## config.mk

```make
export PLATFORM = sky130hd
export DESIGN_NAME = serial_word_shifter
export DESIGN_NICKNAME = d
export VERILOG_FILES = /design/src/rtl/serial_word_shifter.sv
export SDC_FILE = /design/constraint.sdc
export NUM_CORES = 1
export LEC_CHECK = 0
export CAP_MARGIN = 10
export CORE_MARGIN = 2
export CORE_UTILIZATION = 50
export CTS_CLUSTER_DIAMETER = 80
export CTS_CLUSTER_SIZE = 8
export DETAILED_ROUTE_END_ITERATION = 6
export PLACE_DENSITY = 0.81
export SYNTH_ARGS = -nofsm -noshare
export SYNTH_HDL_FRONTEND = slang
export SYNTH_SLANG_ARGS = --single-unit
```

## constraint.sdc

```tcl
create_clock -name clock -period 2.34 [get_ports clock]
set_input_delay 0.234 -clock clock [delete_from_list [all_inputs] [get_ports clock]]
set_output_delay 0.234 -clock clock [all_outputs]
set_load 0.02 [all_outputs]
```

## src/rtl/serial_word_shifter.sv

```systemverilog
// -----------------------------------------------------------------------------
// serial_word_shifter
//
// Purpose: accepts parallel words over a valid/ready handshake and serialises
// each one onto the single-bit stream `w` that feeds the serial sequence
// detectors. Each bit is held for DIV enabled clocks; `enable` low freezes
// the word in flight.
//
// Ports:
//   clock       in   rising-edge clock
//   resetn      in   asynchronous active-low reset
//   data_in     in   [WIDTH] word to serialise, sampled on handshake
//   data_valid  in   producer has a word on data_in
//   data_ready  out  shifter can accept a word this cycle
//   enable      in   1 = advance divider / bit counters, 0 = freeze
//   w           out  serial bit stream (registered)
//   bit_strobe  out  one-cycle pulse in the first cycle of each new bit
//   busy        out  a word is in flight
//   done        out  one-cycle pulse in the last cycle of the last bit
// -----------------------------------------------------------------------------
module serial_word_shifter #(
  parameter int WIDTH      = 8,
  parameter int DIV        = 1,
  parameter bit MSB_FIRST  = 1'b1,
  parameter bit IDLE_LEVEL = 1'b0
) (
  input  logic             clock,
  input  logic             resetn,
  input  logic [WIDTH-1:0] data_in,
  input  logic             data_valid,
  output logic             data_ready,
  input  logic             enable,
  output logic             w,
  output logic             bit_strobe,
  output logic             busy,
  output logic             done
);

  localparam int DW = (DIV > 1) ? $clog2(DIV) : 1;
  localparam int BW = (WIDTH > 1) ? $clog2(WIDTH) : 1;
  localparam logic [DW-1:0] DIV_MAX = DW'(DIV - 1);
  localparam logic [BW-1:0] BIT_MAX = BW'(WIDTH - 1);

  typedef enum logic [0:0] {
    ST_IDLE  = 1'b0,
    ST_SHIFT = 1'b1
  } state_t;

  state_t           r_state;
  logic [WIDTH-1:0] r_shift;
  logic [DW-1:0]    r_div;
  logic [BW-1:0]    r_bit;
  logic             r_last_pos;  // counters sit on the final cycle of the last bit
  logic             r_w;
  logic             r_strobe;
  logic             r_busy;

  logic             w_adv;
  logic             w_div_wrap;
  logic             w_final;
  logic             w_ready;
  logic             w_load;
  logic             w_last_nxt;
  logic [DW-1:0]    w_div_nxt;
  logic [BW-1:0]    w_bit_nxt;
  logic [WIDTH-1:0] w_shift_nxt;

  // Bit that goes on the line first for a given shift-register content.
  function automatic logic first_bit(input logic [WIDTH-1:0] word);
    if (MSB_FIRST) begin
      return word[WIDTH-1];
    end else begin
      return word[0];
    end
  endfunction

  // Shift register contents after one bit has been consumed.
  function automatic logic [WIDTH-1:0] shift_word(input logic [WIDTH-1:0] word);
    if (MSB_FIRST) begin
      return {word[WIDTH-2:0], 1'b0};
    end else begin
      return {1'b0, word[WIDTH-1:1]};
    end
  endfunction

  // Handshake qualification and next-count arithmetic.
  always_comb begin
    w_adv      = (r_state == ST_SHIFT) && enable;
    w_div_wrap = (r_div == DIV_MAX);
    // The final cycle only counts when enable is high in that very cycle,
    // which is why done and data_ready are qualified combinationally.
    w_final    = w_adv && r_last_pos;
    w_ready    = (r_state == ST_IDLE) || w_final;
    w_load     = data_valid && w_ready;
    if (w_div_wrap) begin
      w_div_nxt = '0;
      w_bit_nxt = r_bit + BW'(1);
    end else begin
      w_div_nxt = r_div + DW'(1);
      w_bit_nxt = r_bit;
    end
    w_last_nxt  = (w_div_nxt == DIV_MAX) && (w_bit_nxt == BIT_MAX);
    w_shift_nxt = shift_word(r_shift);
  end

  // Shifter FSM: load on handshake, advance on enabled cycles, return to idle.
  always_ff @(posedge clock or negedge resetn) begin
    if (!resetn) begin
      r_state    <= ST_IDLE;
      r_shift    <= '0;
      r_div      <= '0;
      r_bit      <= '0;
      r_last_pos <= 1'b0;
      r_w        <= IDLE_LEVEL;
      r_strobe   <= 1'b0;
      r_busy     <= 1'b0;
    end else begin
      case (r_state)
        ST_IDLE, ST_SHIFT: begin
          if (w_load) begin
            // Covers both a fresh start and a zero-gap back-to-back word.
            r_state    <= ST_SHIFT;
            r_shift    <= data_in;
            r_div      <= '0;
            r_bit      <= '0;
            r_last_pos <= 1'b0;  // WIDTH >= 2, so bit 0 is never the last
            r_w        <= first_bit(data_in);
            r_strobe   <= 1'b1;
            r_busy     <= 1'b1;
          end else if (w_final) begin
            r_state    <= ST_IDLE;
            r_shift    <= '0;
            r_div      <= '0;
            r_bit      <= '0;
            r_last_pos <= 1'b0;
            r_w        <= IDLE_LEVEL;
            r_strobe   <= 1'b0;
            r_busy     <= 1'b0;
          end else if (w_adv) begin
            r_div      <= w_div_nxt;
            r_bit      <= w_bit_nxt;
            r_last_pos <= w_last_nxt;
            if (w_div_wrap) begin
              r_shift  <= w_shift_nxt;
              r_w      <= first_bit(w_shift_nxt);
              r_strobe <= 1'b1;
            end else begin
              r_strobe <= 1'b0;
            end
          end else begin
            // Idle with no handshake, or paused mid-word: hold everything.
            r_strobe <= 1'b0;
          end
        end
        default: begin
          r_state    <= ST_IDLE;
          r_shift    <= '0;
          r_div      <= '0;
          r_bit      <= '0;
          r_last_pos <= 1'b0;
          r_w        <= IDLE_LEVEL;
          r_strobe   <= 1'b0;
          r_busy     <= 1'b0;
        end
      endcase
    end
  end

  assign data_ready = w_ready;
  assign done       = w_final;
  assign w          = r_w;
  assign bit_strobe = r_strobe;
  assign busy       = r_busy;

endmodule

```

* Yosys cells after proc, flatten, opt, wreduce, memory -nomap -nowiden
Cells that the tools add are included.
Word-level totals: register bits 15, input port bits 12, output and inout port bits 5, logic and storage cells 46
Operators by class: add/sub/neg operators 2, eq/ne operators 2, muxes and demuxes 25, bitwise operators 2, reduce and logical (&&, ||, !) cells 8
Operators by type and width (number):
- 2-to-1 mux 7 bit | 4
- 2-to-1 mux 1 bit | 17
- 2-to-1 mux 3 bit | 4
- logical AND 1 bit | 4
- adder 3 x 1 -> 3 bit, second input constant | 1
- equality test 3 bit, second input constant | 1
- != test 3 x 2 -> 1 bit, second input constant | 1
- nonzero test 3 bit | 1
- inverter 1 bit | 2
- AND reduction 2 bit | 1
- nonzero test 2 bit | 1
- adder 1 bit, second input constant | 1
- logical OR 1 bit | 1

* Logic depth before layout (Yosys ltp)
depth in word-level cells 7, gate-level depth with buffers 5, mapped depth without buffers 5

* Worst setup path before layout
OpenSTA, ideal clock, no wires.
path type register -> register, start reg busy (netlist name), end reg r_shift[0], setup time 0.125 ns, data arrival time 1.250 ns, required time 2.215 ns, slack 0.965 ns, stages on the path, launching flop included 5, path buffers 1, period minus slack after synthesis 1.375 ns, cell sequence dfrtp_1 > a21boi_2 > nor2b_1 > buf_6 > mux2_4
RTL lines:
- end signal: assignment | RTL line 123 | r_shift <= data_in;
- end signal: assignment | RTL line 144 | r_shift <= w_shift_nxt;
- end: declaration | RTL line 50 | logic [WIDTH-1:0] r_shift;

* Worst setup path in the final report
start in enable, end out done
Between the ends: word-level cells in the longest chain between the ends 2
Ends and longest elaborated chain:
- start: declaration | RTL line 32 | input logic enable,
- logical AND 1 bit | RTL line 88 | w_adv = (r_state == ST_SHIFT) && enable;
- logical AND 1 bit | RTL line 92 | w_final = w_adv && r_last_pos;
- end: declaration | RTL line 36 | output logic done
Every way passes these cells.

==> impl_results.md <==
- Clock Skews: 3.812 ps
- Syn nets: 70
- Warnings from Yosys: 0
- Row count: 13
- Final-report setup violation count: 0
- Max incr delay on CP: 590 ps
- #FFs+latches synth: 14
- Final-report hold violation count: 0
- H-tree Lvls: 1
- Worst path most repeated cell: clkdlybuf4s50_1
- Setup TNS Final: 0 ps
- Final nets: 90
- Final Instance Count excl. Fillers: 89
- Slowest cell on the critical path: clkdlybuf4s50_1
- Total grt overflow: 0
- R2r setup slk: 950 ps
- Vias in the first global route: 415
- Most frequent cells in the layout: 16 x clkdlybuf4s50_1, 14 x dfrtp_1, 8 x a22o_1
- Commonest non-fill, non-tap cell in the layout: clkdlybuf4s50_1
- CTS Hold Buffers Added: 0
- Pre-antenna DRT Iters: 2
- Placed wire-length estimate: 915.8 µm
- Slew margin rel.: 57.79%
- Worst Tran Pin Value: 631.1 ps
- Root Buffer: clkbuf_4
- Worst hold slack: 350.3 ps
- Residual DRC: 0
- Outcome: complete, no violations
- Die Ht: 40.93 µm
- Max Cap Viol: 0
- Pwr/cell area: 1055 nW/µm²
- GPL Wtd Cong: 0.7202
- DR vias: 497
- Die Footprint: 1675 µm²
- TritonCTS clock tree: yes
- Clock Sinks: 14
- Hold Path Class: in -> async
- Final slew viol count: 0
- Total Routing Usage GR: 17.71%
- Worst vdd ir: 0.5625 mV
- Total CTS buffers: 3
- Skew-Pair Late Insertion Delay: 270 ps
- Initial Utilization: 53.07%
- Cells after Synth: 56
- Fraction of layout cells with a size suffix above 1: 12.16%
- CP max FO: 6
- Final Cycle Share: 78.61%
- Die width: 40.93 µm
- RSZ-0062 raised after global routing: no
- Critical Path AT: 1610 ps
- DRT Wirelength: 1.249 mm
- Post-DR vias/cell: 5.584
- Layout area overhead: 27.34%
- Total setup buffers inserted after CTS: 0
- Gates resized, CTS repair: 0
- Clk buf depth: 2
- LEAKAGE: 0.0004562 µW
- Unique masters post-synth: 22
- CP required: 2110 ps
- ANT cells: 0
- Routed len/inst: 14.03 µm
- Sequential share of the synthesized area: 51.38%
- Dpl cells: 86
- First-pass GRT wire length: 1.863 mm
- Pin count of the biggest net entering global routing: 15
- Final ANT Viol Nets: 0
- CP Launch Type: input pin
- FMAX: 543.6 MHz
- Mapped cell area: 681.9 µm²
- Critical path class: in -> out
- Syn Area/Cell: 12.18 µm²
- Core box area: 1285 µm²
- Minimum clock period: 1840 ps
- Initial antenna violation count: 0
- Port bufs: 16
- DRT iter0 DRCs: 9
- I/O pin cnt: 17
- CTS clk-pin slew, worst paths: 80 ps
- Crit. End Element: output port
- CP Cell Sequence: clkdlybuf4s50_1 -> and3_1 -> clkdlybuf4s50_1
==> critical path: cells and delay by family <==
| family | cells | cell delay [ps] |
|---|---|---|
| AND/OR/NAND/NOR | 1 | 190 |
| buffers and inverters | 2 | 1180 |
==> worst paths after layout <==
path | cells past startpoint | to | startpoint
max | 3 | done | enable
min | 1 | r_bit[0]$_DFFE_PN0P_ | resetn
max in group asynchronous | 1 | r_shift[3]$_DFFE_PN0P_ | resetn
max reg2reg | 3 | r_shift[2]$_DFFE_PN0P_ | busy$_DFFE_PN0P_
min in group clock | 2 | r_bit[0]$_DFFE_PN0P_ | r_bit[0]$_DFFE_PN0P_
min reg2reg | 2 | r_bit[0]$_DFFE_PN0P_ | r_bit[0]$_DFFE_PN0P_
==> logic make-up (layout without fill, tap and decap cells) <==
logic type,after synthesis,count (layout),synth area share (%)
compound gates,18,18,22.20
flops,14,14,51.38
simple gates,14,14,11.19
buf+inv,4,22,4.404
mux,3,3,5.870
fa+ha+maj,2,2,3.669
xor+xnor,1,1,1.285
==> layer usage <==
layer	vias to the layer above	wire [µm]	GRT usage (%)
met5	-	0	0
met2	10	610	24.61
met3	2	40	4.891
met1	242	590	24.40
li1	243	-	-
met4	0	7	10.00
==> registers in the layout, summed over array words and instances (netlist names) <==
name,count
busy,1
w,1
r_shift,7
r_last_pos,1
r_bit,3
bit_strobe,1
==> cells in the mapped netlist <==
cell type | instances | area, µm²
a21boi_0 | 1 | 7.510
a21boi_2 | 1 | 11.26
a21o_1 | 7 | 52.55
a22o_1 | 8 | 70.07
a32o_1 | 1 | 10.01
and3_1 | 1 | 6.260
and3b_1 | 1 | 8.760
buf_6 | 2 | 22.52
dfrtp_1 | 14 | 350.3
ha_1 | 2 | 25.02
inv_1 | 2 | 7.510
mux2_2 | 1 | 11.26
mux2_4 | 1 | 15.01
mux2i_2 | 1 | 13.76
nand2_1 | 4 | 15.01
nand3_1 | 1 | 5.000
nand3b_1 | 2 | 15.01
nor2_1 | 2 | 7.510
nor2b_1 | 1 | 6.260
or2_1 | 1 | 6.260
or2_2 | 1 | 6.260
xor2_1 | 1 | 8.760
==> through the flow <==
| stage | setup slack [ps] | area [µm²] | total power [µW] | utilization, % |
|---|---|---|---|---|
| global route | 454.2 | 868.3 | 986.6 | 67.58 |
| global placement | 525.9 | 845.8 | 776.0 | 65.82 |
| detailed placement | 509.9 | 845.8 | 793.4 | 65.82 |
| finish | 500.5 | 868.3 | 916.5 | 67.58 |
| floorplan | 964.8 | 681.9 | 672.3 | - |
| CTS | 501.8 | 868.3 | 923.6 | 67.58 |
==> report_power, final <==
part / internal, µW / switching [µW] / total, µW / leakage, µW
Combinational: 217 / 170 / 387 / 0.000263
Clock: 59.4 / 71.3 / 131 / 0.0000138
Sequential: 329 / 69.2 / 398 / 0.000180
Total: 606 / 310 / 916 / 0.000456
==> area by class of cell <==
type / count / area [µm²]
Multi-Input combinational cell: 38 / 301.5
Sequential cell: 14 / 350.3
Fill cell: 102 / 416.7
Inverter: 2 / 7.507
Timing Repair Buffer: 17 / 167.7
Tap cell: 15 / 18.77
Clock buffer: 3 / 22.52
No activity file was read; power rests on OpenSTA's default activity.
==> RTL edit: new RTL, same flow settings <==
The parameter `MSB_FIRST` goes from 1'b1 to 1'b0.
--- a/src/rtl/serial_word_shifter.sv
+++ b/src/rtl/serial_word_shifter.sv
@@ -21,7 +21,7 @@
 module serial_word_shifter #(
   parameter int WIDTH      = 8,
   parameter int DIV        = 1,
-  parameter bit MSB_FIRST  = 1'b1,
+  parameter bit MSB_FIRST  = 1'b0,
   parameter bit IDLE_LEVEL = 1'b0
 ) (
   input  logic             clock,
Check against the original RTL: not equivalent (Yosys sat finds a counterexample within 4 cycles, from zero or initial values and one cycle with resetn low).
==> RTL edit against the original RTL <==
Worst setup slack lost 0.23 ns; total power down 3.1%; critical path type unchanged; maximum frequency decreased by 11%; design area increased by 3.9%; critical endpoint is now data_ready; sequential cell count unchanged; wire length up 13%; first-iteration DRC count is 140% higher; synthesized area increased by 7.5%.
==> RTL edit: results (changes against the original RTL) <==
- The largest registers in the layout are r_shift (8), r_bit (3).
- Count of vias placed by the detailed router: 580 (+17%)
* Setup Slack @ Placement: 0.2901 ns (-0.2199 ns)
- The worst register-to-register path ends at r_shift[3].
- Later-pin clock latency in the skew report: ~0.28 ns
* Net count after synthesis: 88 (+26%)
* Number of global-route vias before repair: 549 (+32%)
* Largest voltage drop on the vdd net: 617.2 µV (+9.7%)
- Worst-case clock skew: 0.001350 ns (-0.002462 ns)
* Count of mapped cells out of synthesis: 74 (+32%)
- The count of placed standard cells including taps came to 98 (+14%).
- The number of post-CTS setup repair buffers came to 0 (unchanged).
* Floorplan die area: 0.001789 mm² (+6.8%)
- The Yosys warning count is 0 (unchanged).
- Data arrival, critical path: 1.84 ns (+0.23 ns)
- The wire length per cell came to 13.83 µm (-1.4%).
* Leakage power: 0.4419 nW (-3.1%)
* Sequential cell area fraction in the yosys report: 47.78% (-3.6 points)
- The detailed router's first-iteration violation count is 22 (+13).
* Detailed-route vias per instance: 5.686 (+1.8%)
- Status: complete, no violations
- Leading post-synthesis cells by cell area: sky130_fd_sc_hd__dfrtp_1 48%, sky130_fd_sc_hd__and4b_1 5.5%, sky130_fd_sc_hd__a221oi_1 4.8%, sky130_fd_sc_hd__inv_1 4.1%, sky130_fd_sc_hd__nand2_1 4.1%
* Max FO, Critical Path: 10 (+4)
- The layout cell share with drive strength beyond 1 was 5.747% (-6.4 points).
- The cell area after placement came to 865.8 µm² (+2.4%).
- Tightest Hold Check Type: input port to async pin
- The placed wire-length estimate after detailed placement came to 1.004 mm (+9.7%).
- The slew at the pin with the worst max-slew slack came to 0.6246 ns (-0.006584 ns).
- The number of optimization iterations in the first detailed-route pass is 5 (+3).
- In this run the clock root is driven by a sky130_fd_sc_hd__clkbuf_4.
- Critical path endpoint: data_ready
* Number of buffers on the longest clock path: 2 (unchanged)
* Wire length of the first global-routing pass: 2.470 mm (+33%)
- Die width: 42.30 µm (+3.3%)
- The number of buffers inserted during clock tree synthesis was 3 (unchanged).
* Maximum number of pins on one net before global-route repair: 15 (unchanged)
- The routability congestion estimate from global placement was 0.7314 (+1.6%).
- Total GRT Usage: 18.13% (+0.42 points)
- The depth of the most critical reg-to-reg path came to 3 (unchanged).
- Port Buffers: 16 (unchanged)
* Worst hold margin: 0.3381 ns (-0.01221 ns)
- Sorting the synthesized cells by how often they occur yields 14 x sky130_fd_sc_hd__dfrtp_1, 8 x sky130_fd_sc_hd__inv_1, 8 x sky130_fd_sc_hd__nand2_1.
- The minimum clock period was 2.072 ns (+0.2324 ns).
* Yosys cell types: 25 (+14%)
==> RTL edit: cell types whose count changed in the layout (fill, tap and decap cells not counted), sizes merged, moves of 2 or more <==
cell,delta
a21boi,-2
a21oi,+5
a221oi,+4
nor2,-2
o21ai,+6
a22oi,+3
nand2,+4
a22o,-8
or2,-2
mux2,-2
and4b,+4
a21o,-7
inv,+6
==> RTL edit: logic make-up (layout without fill, tap and decap cells) <==
| kind of cell | after synthesis | count (layout) | synth area share, % |
|---|---|---|---|
| muxes | 1 | 1 | 1.365 |
| AOI/OAI and AO/OA | 20 | 20 | 17.92 |
| buffers and inverters | 15 | 28 | 10.41 |
| and+or+nand+nor | 21 | 21 | 17.92 |
| adders and majority gates | 2 | 2 | 3.412 |
| DFF | 14 | 14 | 47.78 |
| xor gates and xnor gates | 1 | 1 | 1.195 |
==> RTL edit: final cells by class <==
cell class                 count  area (µm²)
sequential                    14       350.3
fill                         108       431.7
tap                           15       18.77
multi-input combinational     45       306.5
clock buffer                   4       36.28
timing repair buffer          16       160.2
inverter                       8       30.03
==> RTL edit: report_power, final <==
part / internal (mW) / switching [mW] / total [mW]
combinational: 0.161 / 0.157 / 0.318
clock: 0.0947 / 0.0799 / 0.175
sequential: 0.326 / 0.0696 / 0.396
==> RTL edit: critical path: stages <==
cell,delay [ns]
sky130_fd_sc_hd__clkdlybuf4s50_1,0.62
sky130_fd_sc_hd__a21bo_1,0.32
sky130_fd_sc_hd__clkdlybuf4s50_1,0.66
==> RTL edit: layer usage <==
metal  routed length (µm)  GRT usage [%]  vias to the layer above
met5                    0              0                        -
met4                   14          7.500                        0
met3                   61          3.448                        2
met2                  719          29.54                       15
met1                  616          23.43                      277
li1                     -              -                      286
